## src/rtl/div_ctrl_pkg.sv

```systemverilog
// Shared definitions for the divider sequencing controller: FSM state encodings,
// divider start/stop levels and default widths/drain length.
package div_ctrl_pkg;

  typedef enum logic [1:0] {
    DIVC_IDLE  = 2'd0,
    DIVC_BUSY  = 2'd1,
    DIVC_DONE  = 2'd2,
    DIVC_DRAIN = 2'd3
  } divc_state_t;

  localparam logic DIV_START = 1'b1;
  localparam logic DIV_STOP  = 1'b0;

  localparam int DIVC_DATA_W    = 32;
  localparam int DIVC_DRAIN_CYC = 2;

endpackage : div_ctrl_pkg

```

## src/rtl/div_ctrl.sv

```systemverilog
// Sequences DIV/DIVU requests from EX onto the iterative divider and stalls the pipe until done.
// Optional build macro DIV_CTRL_ZERO_FAST_EN: zero divisors complete in one cycle without the divider.
module div_ctrl
  import div_ctrl_pkg::*;
#(
  parameter int DATA_W    = DIVC_DATA_W,
  parameter int DRAIN_CYC = DIVC_DRAIN_CYC
) (
  input  logic                clk,
  input  logic                rst,
  input  logic                ex_div_req_i,
  input  logic                ex_div_signed_i,
  input  logic [DATA_W-1:0]   ex_op1_i,
  input  logic [DATA_W-1:0]   ex_op2_i,
  input  logic                flush_i,
  input  logic                div_ready_i,
  input  logic [2*DATA_W-1:0] div_result_i,
  output logic                div_start_o,
  output logic                div_signed_o,
  output logic [DATA_W-1:0]   div_op1_o,
  output logic [DATA_W-1:0]   div_op2_o,
  output logic                div_discard_o,
  output logic                stall_req_o,
  output logic                res_valid_o,
  output logic [DATA_W-1:0]   hi_o,
  output logic [DATA_W-1:0]   lo_o,
  output logic                busy_o
);

  localparam int CW = (DRAIN_CYC > 1) ? $clog2(DRAIN_CYC) : 1;

  divc_state_t       r_state;
  logic              r_start;
  logic              r_signed;
  logic [DATA_W-1:0] r_op1;
  logic [DATA_W-1:0] r_op2;
  logic [DATA_W-1:0] r_hi;
  logic [DATA_W-1:0] r_lo;
  logic [CW-1:0]     r_drain_cnt;

  logic w_zero_div;
  logic w_stall;

`ifdef DIV_CTRL_ZERO_FAST_EN
  assign w_zero_div = (ex_op2_i == '0);
`else
  assign w_zero_div = 1'b0;
`endif

  // Stall is partly combinational so EX sees it in the same cycle it presents the request.
  always_comb begin
    w_stall = 1'b0;
    case (r_state)
      DIVC_IDLE:  w_stall = ex_div_req_i & ~flush_i;
      DIVC_BUSY:  w_stall = ~flush_i;
      DIVC_DONE:  w_stall = 1'b0;
      DIVC_DRAIN: w_stall = ex_div_req_i;
      default:    w_stall = 1'b0;
    endcase
  end

  assign stall_req_o   = w_stall & ~rst;
  assign div_discard_o = (r_state == DIVC_BUSY) & flush_i;
  assign res_valid_o   = (r_state == DIVC_DONE);
  assign busy_o        = (r_state != DIVC_IDLE);
  assign div_start_o   = r_start;
  assign div_signed_o  = r_signed;
  assign div_op1_o     = r_op1;
  assign div_op2_o     = r_op2;
  assign hi_o          = r_hi;
  assign lo_o          = r_lo;

  always_ff @(posedge clk or posedge rst) begin
    if (rst) begin
      r_state     <= DIVC_IDLE;
      r_start     <= DIV_STOP;
      r_signed    <= 1'b0;
      r_op1       <= '0;
      r_op2       <= '0;
      r_hi        <= '0;
      r_lo        <= '0;
      r_drain_cnt <= '0;
    end else begin
      case (r_state)
        DIVC_IDLE: begin
          if (ex_div_req_i && !flush_i) begin
            r_op1    <= ex_op1_i;
            r_op2    <= ex_op2_i;
            r_signed <= ex_div_signed_i;
            if (w_zero_div) begin
              r_hi    <= '0;
              r_lo    <= '0;
              r_state <= DIVC_DONE;
            end else begin
              r_start <= DIV_START;
              r_state <= DIVC_BUSY;
            end
          end
        end
        DIVC_BUSY: begin
          // A flush wins over a coincident ready: the result is dropped.
          if (flush_i) begin
            r_start     <= DIV_STOP;
            r_drain_cnt <= CW'(DRAIN_CYC - 1);
            r_state     <= DIVC_DRAIN;
          end else if (div_ready_i) begin
            r_hi    <= div_result_i[2*DATA_W-1:DATA_W];
            r_lo    <= div_result_i[DATA_W-1:0];
            r_start <= DIV_STOP;
            r_state <= DIVC_DONE;
          end
        end
        DIVC_DONE: begin
          r_state <= DIVC_IDLE;
        end
        DIVC_DRAIN: begin
          if (r_drain_cnt == '0) begin
            r_state <= DIVC_IDLE;
          end else begin
            r_drain_cnt <= r_drain_cnt - 1'b1;
          end
        end
        default: r_state <= DIVC_IDLE;
      endcase
    end
  end

endmodule : div_ctrl

```

## config.mk

```make
export PLATFORM = sky130hd
export DESIGN_NAME = div_ctrl
export DESIGN_NICKNAME = d
export VERILOG_FILES = /design/src/rtl/div_ctrl_pkg.sv /design/src/rtl/div_ctrl.sv
export SDC_FILE = /design/constraint.sdc
export NUM_CORES = 1
export LEC_CHECK = 0
export BUFFER_PORTS_ARGS = -buffer_cell sky130_fd_sc_hd__buf_2
export CAP_MARGIN = 20
export CORE_MARGIN = 8
export CORE_UTILIZATION = 45
export CTS_CLUSTER_DIAMETER = 60
export DETAILED_ROUTE_END_ITERATION = 16
export PLACE_DENSITY_LB_ADDON = 0.1
export SLEW_MARGIN = 20
export SYNTH_ARGS = -nofsm -noshare
export SYNTH_HDL_FRONTEND = slang
export SYNTH_SLANG_ARGS = --single-unit
```

## constraint.sdc

```tcl
create_clock -name clk -period 5.3 [get_ports clk]
set_clock_uncertainty 0.2 [all_clocks]
set_input_delay 0.53 -clock clk [delete_from_list [all_inputs] [get_ports clk]]
set_output_delay 0.53 -clock clk [all_outputs]
set_load 0.005 [all_outputs]
```

# Word level (Yosys, flattened, before mapping)
# Index checks and enable logic that the tools add are counted.
[totals]
reg_bits = 133
latchBits = 0
mem_bits_rw = 0
mem_bits_ro = 0
in_bits = 134
out_inout_bits = 134
word_cells = 45
memories = 0
[op_classes]
addsub = 1
mul = 0
div = 0
order_cmp = 0
n_eq_ne = 7
shifts = 0
muxes = 13
bitwise = 5
n_reduce_logical = 11
[ops]
columns = ["op", "count"]
rows = [
  ["AND reduction 3 bit", 3],
  ["2-to-1 mux 2 bit", 4],
  ["case mux 2 bit (4 select lines)", 1],
  ["!= test 2 bit, second input constant", 3],
  ["nonzero test 2 bit", 3],
  ["2-to-1 mux 1 bit", 5],
  ["== test 2 bit, second input constant", 2],
  ["case mux 1 bit (2 select lines)", 2],
  ["case mux 1 bit (4 select lines)", 1],
  ["AND reduction 2 bit", 2],
  ["AND 1 bit", 3],
  ["!= test 3 bit, second input constant", 1],
  ["== test 2 x 1 -> 1 bit, second input constant", 1],
  ["logical NOT 2 bit", 1],
  ["inverter 1 bit", 2],
  ["logical AND 1 bit", 1],
  ["logical NOT 1 bit", 1],
  ["subtractor 1 bit, second input constant", 1],
]

# Depth between registers and ports, before layout
# Gate-level depths: netlist of the first run.
[logic_depth]
word_depth = 4
ltp_mapped = 5
depth_no_buf = 3

# Least setup slack after synthesis of the first run
# OpenSTA, ideal clock, no wires.
[synth_timing]
path_type = "input to register"
startpoint = "in flush_i"
endpoint = "reg r_op1[0], in the netlist div_op1_o[0]"
arrival_time_ps = 1612
required_time_ps = 4975
setup_slack_ps = 3363
cell_stages = 5
cell_sequence = "or3b_4 > nor2_4 > buf_12 > buf_12 > mux2_4"
[synth_between]
elab_chain_len = 3
[synth_rtl]
columns = ["item", "line_no", "text"]
rows = [
  ["from (decl)", "div_ctrl.sv:15", "input logic flush_i,"],
  ["logical NOT 1 bit", "div_ctrl.sv:86", "if (ex_div_req_i && !flush_i) begin"],
  ["logical AND 1 bit", "div_ctrl.sv:86", ""],
  ["AND reduction 2 bit (no source line)", "n/a", ""],
  ["to (signal assigned)", "div_ctrl.sv:87", "r_op1 <= ex_op1_i;"],
  ["to (decl)", "div_ctrl.sv:35", "logic [DATA_W-1:0] r_op1;"],
]
# No other way between the ends.
# A chain may end at the register's enable or synchronous reset.

# Worst setup path in the final report of the first run
[layout_timing]
startpoint = "reg r_state[1]"
endpoint = "reg r_op1[26], in the netlist div_op1_o[26]"
[layout_between]
elab_chain_len = 2
[layout_rtl]
columns = ["item", "line_no", "text"]
rows = [
  ["from (decl)", "div_ctrl.sv:32", "divc_state_t r_state;"],
  ["from (signal assigned)", "div_ctrl.sv:75", "r_state <= DIVC_IDLE;"],
  ["from (signal assigned)", "div_ctrl.sv:93", "r_state <= DIVC_DONE;"],
  ["from (signal assigned)", "div_ctrl.sv:96", "r_state <= DIVC_BUSY;"],
  ["logical NOT 2 bit", "div_ctrl.sv:84", "case (r_state)"],
  ["AND reduction 2 bit (no source line)", "n/a", ""],
]
# No other way between the ends.

==> run_results.csv, run 1 <==
group,metric,value,unit
logic_synthesis,synthTopCellsByCount,"dfrtp_1, mux2_2, mux2_4",
cts,clockBufferDepth,2,
routing,wl,13900,µm
routing,first_pass_iters,4,
timing,setup_tns,0,ns
power,p_per_area,624,nW/µm²
global_routing,grt_overflow_total,0,
timing,slew_viol_final,0,
logic_synthesis,synth_top_area_share,63.1,%
routing,via_per_inst,4.72,
job,drv_cap,0,
setup_path,path_max_fanout,56,
run_status,status,"finished, final reports clean",
timing,tightest_slew,1.00,ns
setup_path,rr_startpoint,"r_state[1]",
routing,via_count,3458,
finish,fin_cells,732,
finish,drive_gt1_share,74.3,%
cts,clkSlewWorstSetupHoldPaths,0.06,ns
logic_synthesis,synth_flop_cell,"dfrtp_1",
global_routing,grt_max_degree,62,
timing,finalSetupViolations,0,
routing,drc,0,
global_routing,grt_first_pass_wirelength,22300,µm
floorplanning,die_y,124,µm
placement,portBuffers,267,
routing,drt-met1-wl,5330,µm
min_path,hold_depth,2,
setup_path,crit_start,"r_state[1]",
min_path,hold_start,"div_result_i[10]",
routing,drt_iter0_markers,200,
cts,post_cts_buffers,0,
routing,wl_met3,1130,µm
setup_path,crit_arrival,2.84,ns
cts,cts_tree,"yes",
placement,place_inst,698,
cts,htree_levels,4,
power,power,0.00454,W
logic_synthesis,yosysSeqAreaShare,63.1,%
logic_synthesis,synth_top_cell_by_area,"dfrtp_1",
floorplanning,dieArea,15400,µm²
setup_path,required,5.39,ns
logic_synthesis,synth.most_common_cell,"dfrtp_1",
setup_path,r2r_end,"div_op1_o[26]",
routing,avgRoutedWirePerCell,19.0,µm
cts,insertion_delay,0.41,ns
power,ir_drop,0.347,mV
setup_path,end_kind,"flop",
global_routing,grt_pass1_vias,3991,
logic_synthesis,netlist_instances,299,
setup_path,worst-setup-path-type,"flop to flop",
floorplanning,initial_core_util,46.2,%
power,p_leak,3.71,nW
floorplanning,die_w,124,µm
global_routing,antenna_found_initial,1,
logic_synthesis,async_flop_share,100,%
placement,gp_congestion,0.804,
finish,syn2layout_area_growth,37.9,%
setup_path,reg2regPathDepth,4,
timing,fmax,0.364,GHz
timing,maxSlewHeadroom,33.1,%
setup_path,startpoint_type,"flop",
timing,hold_viol_final,0,
logic_synthesis,yosys.cell_types.count,17,
timing,finalCritPeriodShare,51.8,%
logic_synthesis,synth.avg_cell_area,17.6,µm²
logic_synthesis,synth-seq-cells,133,
logic_synthesis,ys_warn_count,0,
cts,ctsRootBufferMaster,"clkbuf_16",
min_path,hp-class,"input port to flop",
min_path,holdPathEnd,"lo_o[10]",
routing,dr_wl_met2,7230,µm
floorplanning,core,11400,µm²
floorplanning,pin_count,268,
cts,cts.sinks,133,
timing,post-route-min-period,2.75,ns
logic_synthesis,synth_edf_count,0,
logic_synthesis,ys_top_cells_by_area,"dfrtp_1, mux2_2, mux2_4",
cts,numCtsBuffers,17,
routing,ant_nets,0,
cts,cts_hold_buf,1,
setup_path,r2r_setup_slack,2.55,ns
logic_synthesis,syn-num-nets,433,
finish,nets,709,
floorplanning,row_count,39,
global_routing,grt.total_usage,18.3,%
timing,rsz0062_at_grt,"false",
placement,hpwl,10600,µm
logic_synthesis,syn_area,5270,µm²
cts,postCtsResizedCells,0,
routing,top_layer,"met4",
==> worst max-delay path: stages, from the launching register on <==
cell and delay (ns):
dfrtp_1 0.44, or3b_4 0.45, nor2_4 0.25, buf_4 0.82, mux2_2 0.41
==> per-layer routing <==
metal	vias up	global-route usage, %
met3	15	7.74
met1	1688	20.0
met4	0	7.65
li1	1603	-
met5	-	0
met2	152	30.6
==> final cells by class <==
type | count | area [µm²]
Antenna cell | 1 | 2.50
Clock buffer | 22 | 494
Clock inverter | 10 | 125
Fill cell | 912 | 4150
Inverter | 2 | 10.0
Multi-Input combinational cell | 149 | 1760
Sequential cell | 133 | 3330
Tap cell | 143 | 179
Timing Repair Buffer | 272 | 1380
==> sequential cells by signal (all words and copies together) (netlist names) <==
name / cells
div_op1_o: 32
div_op2_o: 32
div_signed_o: 1
div_start_o: 1
hi_o: 32
lo_o: 32
r_drain_cnt: 1
r_state: 2
==> how the worst max path moves through the flow <==
stage                    endpoint  slack, ns  cells past startpoint
floorplan            div_op1_o[0]       1.02                      1
global placement    div_op1_o[26]       2.43                      5
detailed placement  div_op1_o[26]       2.37                      5
CTS                 div_op1_o[26]       2.54                      4
global route        div_op1_o[26]       2.44                      4
finish              div_op1_o[26]       2.55                      4
==> metrics by stage <==
step | cell area (µm²) | setup slack (ns) | utilization (%) | hold slack, ns
finish | 7270 | 2.55 | 63.7 | 0.144
detailed placement | 6640 | 2.37 | 58.2 | 0.289
global route | 7270 | 2.44 | 63.7 | 0.128
CTS | 7270 | 2.54 | 63.7 | 0.122
global placement | 6640 | 2.43 | 58.2 | 0.285
floorplan | 5270 | 1.02 | - | 0.287
==> kinds of logic after synthesis <==
logic type | after synthesis | synth area share, %
flops | 133 | 63.1
compound gates | 10 | 0.973
mux | 129 | 31.1
simple gates | 10 | 1.23
buf+inv | 17 | 3.58
==> report_power, final <==
part	total [W]	internal, W	switching [W]	leakage, nW
Clock	0.00121	0.000796	0.000415	0.315
Sequential	0.00181	0.00153	0.000276	1.58
Combinational	0.00152	0.000938	0.000580	1.81
==> placed cells by master, fill, tap and decap left out, types with 2 or more instances in the layout <==
cell       netlist  layout
and2_1           2       2
buf_2            1     267
clkinv_2         0       7
clkbuf_16        0      17
bufinv_16        0       3
buf_4            7       4
clkbuf_8         0       5
mux2_2          79      79
mux2_4          50      50
dfrtp_1        133     133
a21oi_1          5       5
nor2_1           3       3
o21ai_0          4       4
Note: power is estimated with default switching activity, not from simulation.
==> run 2, diff against run 1 <==
--- a/config.mk
+++ b/config.mk
@@ -5,10 +5,11 @@
 export SDC_FILE = /design/constraint.sdc
 export NUM_CORES = 1
 export LEC_CHECK = 0
+export ABC_AREA = 1
 export BUFFER_PORTS_ARGS = -buffer_cell sky130_fd_sc_hd__buf_2
 export CAP_MARGIN = 20
 export CORE_MARGIN = 8
-export CORE_UTILIZATION = 45
+export CORE_UTILIZATION = 47
 export CTS_CLUSTER_DIAMETER = 60
 export DETAILED_ROUTE_END_ITERATION = 16
 export PLACE_DENSITY_LB_ADDON = 0.1
==> constraint.sdc (replaced) <==
create_clock -name clk -period 2.7 [get_ports clk]
set_clock_uncertainty 0.2 [all_clocks]
set_input_delay 0.27 -clock clk [delete_from_list [all_inputs] [get_ports clk]]
set_output_delay 0.27 -clock clk [all_outputs]
set_load 0.005 [all_outputs]
==> run_results.csv, run 2 <==
group,metric,value,unit
run_status,status,"finished, final reports clean",
logic_synthesis,synthTopCellsByCount,"dfrtp_1, inv_1, nand2_1",
logic_synthesis,synth_top_area_share,56.8,%
timing,slew_viol_final,0,
setup_path,required,2.23,ns
finish,fin_util,75.0,%
finish,nets,1109,
cts,postCtsResizedCells,0,
setup_path,crit_path_cell_trace,"inv_2 > nor3_1 > nor3_1 > buf_2",
finish,fillerInstances,836,
timing,hold_viol_final,0,
setup_path,r2r_end,"div_op2_o[5]",
routing,via_per_inst,4.59,
setup_path,worst-setup-path-type,"flop to output port",
logic_synthesis,synth.avg_cell_area,10.1,µm²
logic_synthesis,synth-seq-cells,133,
power,p_sw,0.00326,W
timing,rsz0062_at_grt,"false",
setup_path,reg2regPathDepth,5,
logic_synthesis,async_flop_share,100,%
routing,wl,18400,µm
setup_path,end_kind,"output port",
floorplanning,dieArea,16300,µm²
power,ir_drop,0.699,mV
finish,drive_gt1_share,44.3,%
logic_synthesis,syn_area,5860,µm²
cts,cts.sinks,133,
logic_synthesis,syn-num-nets,716,
logic_synthesis,netlist_instances,582,
global_routing,antenna_found_initial,1,
cts,numCtsBuffers,17,
logic_synthesis,ys_top_cells_by_area,"dfrtp_1, o21ai_2, inv_1",
logic_synthesis,ys_warn_count,0,
setup_path,rr_startpoint,"r_state[1]",
job,drv_cap,0,
finish,mostFrequentLayoutCells,"buf_2, dfrtp_1, inv_1",
setup_path,startpoint_type,"flop",
routing,via_count,5304,
cts,cts_tree,"yes",
min_path,hold_start,"flush_i",
cts,insertion_delay,0.40,ns
power,combPwrFrac,37.3,%
timing,whs,0.0991,ns
timing,tightest_slew,0.805,ns
timing,post-route-min-period,2.14,ns
placement,hpwl,11600,µm
global_routing,grt_first_pass_wirelength,29100,µm
setup_path,path_buf_inv,2,
global_routing,grt_max_degree,96,
logic_synthesis,yosysSeqAreaShare,56.8,%
finish,final_common_cell,"buf_2",
routing,drt_iter0_markers,259,
placement,portBuffers,267,
setup_path,crit_arrival,1.67,ns
cts,post_cts_buffers,0,
floorplanning,die_w,128,µm
cts,clkSlewWorstSetupHoldPaths,0.05,ns
cts,cts_hold_buf,130,
power,switching_share,35.1,%
floorplanning,die_y,128,µm
cts,clockBufferDepth,2,
min_path,hp-class,"input port to flop",
logic_synthesis,synth_flop_cell,"dfrtp_1",
power,p_leak,5.09,nW
logic_synthesis,synth_top_cell_by_area,"dfrtp_1",
timing,maxSlewHeadroom,46.3,%
floorplanning,row_count,40,
finish,syn2layout_area_growth,55.2,%
global_routing,grt.total_usage,22.8,%
setup_path,slowest_stage,"dfrtp_1",
timing,finalSetupViolations,0,
min_path,holdPathEnd,"r_state[1]",
min_path,hold_depth,5,
setup_path,path_max_fanout,8,
global_routing,grt_pass1_vias,5815,
timing,setup_tns,0,ns
placement,place_inst,994,
global_routing,grt_overflow_total,0,
setup_path,cp_top_family,"flip-flops",
power,p_clk_share,22.8,%
finish,fin_cells,1156,
floorplanning,core,12100,µm²
timing,fmax,0.467,GHz
cts,htree_levels,4,
floorplanning,pin_count,268,
floorplanning,initial_core_util,48.4,%
routing,first_pass_iters,4,
logic_synthesis,synth_edf_count,0,
power,p_per_area,1020,nW/µm²
cts,ctsRootBufferMaster,"clkbuf_16",
power,power.internal,0.00603,W
timing,finalCritPeriodShare,79.3,%
setup_path,crit_path_frequent_cell,"nor3_1",
routing,ant_nets,0,
routing,avgRoutedWirePerCell,15.9,µm
logic_synthesis,yosys.cell_types.count,20,
routing,drc,0,
setup_path,r2r_setup_slack,0.63,ns
setup_path,critPathMaxStageDelay,0.51,ns
placement,gp_congestion,0.784,
power,p_seq_share,39.9,%
[run 2: worst max-delay path by stage]
stage,start,end,slack (ns),cells past startpoint
final,r_state[0],stall_req_o,0.56,4
after floorplan,rst,div_op1_o[0],0.58,1
after global placement,r_state[1],div_op1_o[7],0.78,5
after CTS,r_state[0],stall_req_o,0.54,4
after global routing,r_state[0],stall_req_o,0.47,4
after detailed placement,r_state[0],lo_o[12],0.71,6
[run 2: cell type report]
cell class / instances / area, µm² / share of cell area, %
clock inverters: 3 / 15.0 / 0.165
repair buffers: 404 / 2750 / 30.3
diodes: 1 / 2.50 / 0.0275
inverters: 134 / 507 / 5.58
flip-flops and latches: 133 / 3330 / 36.6
clock buffers: 28 / 537 / 5.91
multi-input cells: 285 / 1740 / 19.1
well taps: 168 / 210 / 2.31
[run 2: through the flow]
stage	total power [W]	setup slack [ns]	area [µm²]
floorplan	0.00544	0.579	5860
global route	0.00990	0.474	9090
CTS	0.00928	0.535	9090
detailed placement	0.00697	0.712	7230
global placement	0.00682	0.781	7230
finish	0.00929	0.559	9090
[run 2: logic make-up after synthesis]
group                  Yosys count  synth area share [%]
buffers and inverters          164                  13.8
AOI/OAI and AO/OA              131                  17.0
DFF                            133                  56.8
and+or+nand+nor                154                  12.4
[run 2: per-layer routing]
metal / track usage (%) / vias up / wire length [µm]
met2: 39.2 / 248 / 9160
met5: 0 / - / 0
li1: - / 2537 / -
met1: 23.3 / 2463 / 6830
met3: 9.23 / 56 / 1750
met4: 12.4 / 0 / 673
[run 2: power groups by stage]
stage / combinational, W / sequential (W) / clock, W
6_report: 0.00346 / 0.00371 / 0.00212
2_1_floorplan: 0.00173 / 0.00371 / 0
3_5_place_dp: 0.00329 / 0.00368 / 0
4_1_cts: 0.00344 / 0.00368 / 0.00216
3_3_place_gp: 0.00317 / 0.00365 / 0
5_1_grt: 0.00383 / 0.00382 / 0.00225
[run 2: tightest hold or removal path, stage by stage]
cell,delay [ns]
buf_2,0.09
nor2_1,0.04
nand2_1,0.12
nand4_1,0.09
nand2_1,0.06
==> run 3, diff against run 2 <==
--- a/config.mk
+++ b/config.mk
@@ -9,7 +9,7 @@
 export BUFFER_PORTS_ARGS = -buffer_cell sky130_fd_sc_hd__buf_2
 export CAP_MARGIN = 20
 export CORE_MARGIN = 8
-export CORE_UTILIZATION = 47
+export CORE_UTILIZATION = 43
 export CTS_CLUSTER_DIAMETER = 60
 export DETAILED_ROUTE_END_ITERATION = 16
 export PLACE_DENSITY_LB_ADDON = 0.1
==> constraint.sdc (replaced) <==
create_clock -name clk -period 1.8 [get_ports clk]
set_clock_uncertainty 0.2 [all_clocks]
set_input_delay 0.18 -clock clk [delete_from_list [all_inputs] [get_ports clk]]
set_output_delay 0.18 -clock clk [all_outputs]
set_load 0.005 [all_outputs]
==> run_results.csv, run 3 (same netlist as run 2, synthesis figures left out) <==
group,metric,value,unit
run_status,status,"finished, final reports clean",
placement,hpwl,11400,µm
timing,tightest_slew,0.569,ns
timing,finalCritPeriodShare,98.2,%
power,switching_share,33.8,%
timing,setup_tns,0,ns
power,power.internal,0.00959,W
cts,cts_tree,"yes",
finish,final_common_cell,"buf_2",
finish,nets,1117,
setup_path,critPathMaxStageDelay,0.46,ns
timing,slew_viol_final,0,
timing,hold_viol_final,0,
timing,rsz0062_at_grt,"true",
placement,post-place-ws,0.0873,ns
floorplanning,die_y,133,µm
routing,via_per_inst,4.39,
timing,fmax,0.565,GHz
job,drv_cap,0,
floorplanning,die_w,133,µm
power,p_seq_share,37.9,%
global_routing,antenna_found_initial,0,
routing,avgRoutedWirePerCell,14.7,µm
finish,drive_gt1_share,45.7,%
setup_path,required,1.42,ns
power,p_leak,5.17,nW
routing,ant_nets,0,
cts,numCtsBuffers,17,
setup_path,worst-setup-path-type,"flop to output port",
power,combPwrFrac,36.6,%
setup_path,cp_top_family,"flip-flops",
global_routing,grt.total_usage,20.4,%
routing,drc,0,
floorplanning,initial_core_util,44.1,%
routing,via_count,5150,
floorplanning,row_count,42,
finish,mostFrequentLayoutCells,"buf_2, inv_1, dfrtp_1, dlygate4sd3_1, nand2_1",
global_routing,grt_overflow_total,0,
timing,post-route-min-period,1.77,ns
global_routing,grt_first_pass_wirelength,28900,µm
setup_path,path_buf_inv,2,
cts,ctsRootBufferMaster,"clkbuf_16",
routing,wl,17300,µm
floorplanning,dieArea,17600,µm²
placement,portBuffers,267,
power,p_sw,0.00491,W
setup_path,crit_path_frequent_cell,"nand2_1",
setup_path,end_kind,"output port",
setup_path,crit_path_cell_trace,"buf_6 > nand2_2 > nand2_1 > nand2_1 > nor3_1 > buf_2",
finish,fillerInstances,1010,
finish,insertedDiodeCount,0,
cts,clockBufferDepth,2,
placement,gp_congestion,0.786,
timing,setup_ws,0.0316,ns
setup_path,path_max_fanout,5,
setup_path,slowest_stage,"dfrtp_2",
setup_path,r2r_setup_slack,0.12,ns
min_path,hp-class,"input port to flop",
power,p_per_area,1560,nW/µm²
routing,first_pass_iters,4,
timing,maxSlewHeadroom,62.0,%
floorplanning,pin_count,268,
finish,syn2layout_area_growth,58.9,%
global_routing,grt_pass1_vias,5693,
setup_path,startpoint_type,"flop",
power,ir_drop,0.730,mV
timing,finalSetupViolations,0,
cts,cts.sinks,133,
floorplanning,core,13300,µm²
power,p_clk_share,25.5,%
cts,insertion_delay,0.41,ns
routing,drt_iter0_markers,247,
global_routing,grt_max_degree,132,
cts,clkSlewWorstSetupHoldPaths,0.06,ns
setup_path,crit_arrival,1.39,ns
cts,htree_levels,4,
-- run 3: cell types whose count changed in the layout (fill, tap and decap cells not counted), sizes merged --
cell	before	now
diode	1	0
buf	274	281
bufinv	0	4
clkinvlp	1	6
dlygate4sd3	130	131
clkbuf	28	20
-- run 3: routing by layer --
| metal | vias up | track usage, % | wire [µm] |
|---|---|---|---|
| met4 | 0 | 8.90 | 424 |
| met5 | - | 0 | 0 |
| met2 | 200 | 35.5 | 8830 |
| met1 | 2362 | 21.1 | 6530 |
| li1 | 2556 | - | - |
| met3 | 32 | 8.29 | 1480 |
-- run 3: final cells by class --
cell class / instances / area, µm² / share of cell area, %
Inverter: 134 / 509 / 5.47
Sequential cell: 133 / 3330 / 35.8
Clock buffer: 20 / 467 / 5.02
Multi-Input combinational cell: 285 / 1770 / 19.0
Timing Repair Buffer: 412 / 2840 / 30.5
Clock inverter: 12 / 176 / 1.90
Tap cell: 176 / 220 / 2.37
-- run 3: what timing repair did --
| action | 4_1_cts | 5_1_grt |
|---|---|---|
| resized for setup | 8 | 4 |
| hold buffers | 131 | 0 |
| setup buffers | 5 | 3 |
| pin swaps | 1 | 2 |
| endpoints found under the hold margin | 264 | 0 |
| setup endpoints to repair | 2 | 2 |
-- run 3: worst paths after layout --
path	start	end	cells past startpoint
worst max-delay path	r_state[0]	stall_req_o	6
worst min register to register	div_op2_o[31]	div_op2_o[31]	2
min in group asynchronous	rst	hi_o[30]	4
worst max register to register	r_state[0]	div_op1_o[7]	5
worst min-delay path	div_ready_i	r_state[1]	5
max in group asynchronous	rst	r_state[1]	4
-- run 3: per-stage QoR --
stage          area [µm²]  power, W  cells  hold WS (ns)  utilization [%]
2_1_floorplan        5860   0.00815    582         0.113                -
3_3_place_gp         7250    0.0102   1001         0.165             54.5
3_5_place_dp         7250    0.0104   1001         0.170             54.5
4_1_cts              9270    0.0145   1169        0.0221             69.7
5_1_grt              9300    0.0156   1172        0.0744             70.0
6_report             9300    0.0145   1172        0.0467             70.0
-- run 3: power groups by stage --
stage,registers [W],logic (W),clock network (W)
after floorplan,0.00556,0.00259,0
final,0.00549,0.00531,0.00370
after CTS,0.00548,0.00528,0.00377
after detailed placement,0.00550,0.00492,0
after global placement,0.00545,0.00479,0
after global routing,0.00570,0.00591,0.00395
-- run 3: worst min-delay path, delay by kind of cell --
family | cells | cell delay, ns
buffers and inverters | 1 | 0.12
AND/OR/NAND/NOR | 4 | 0.32
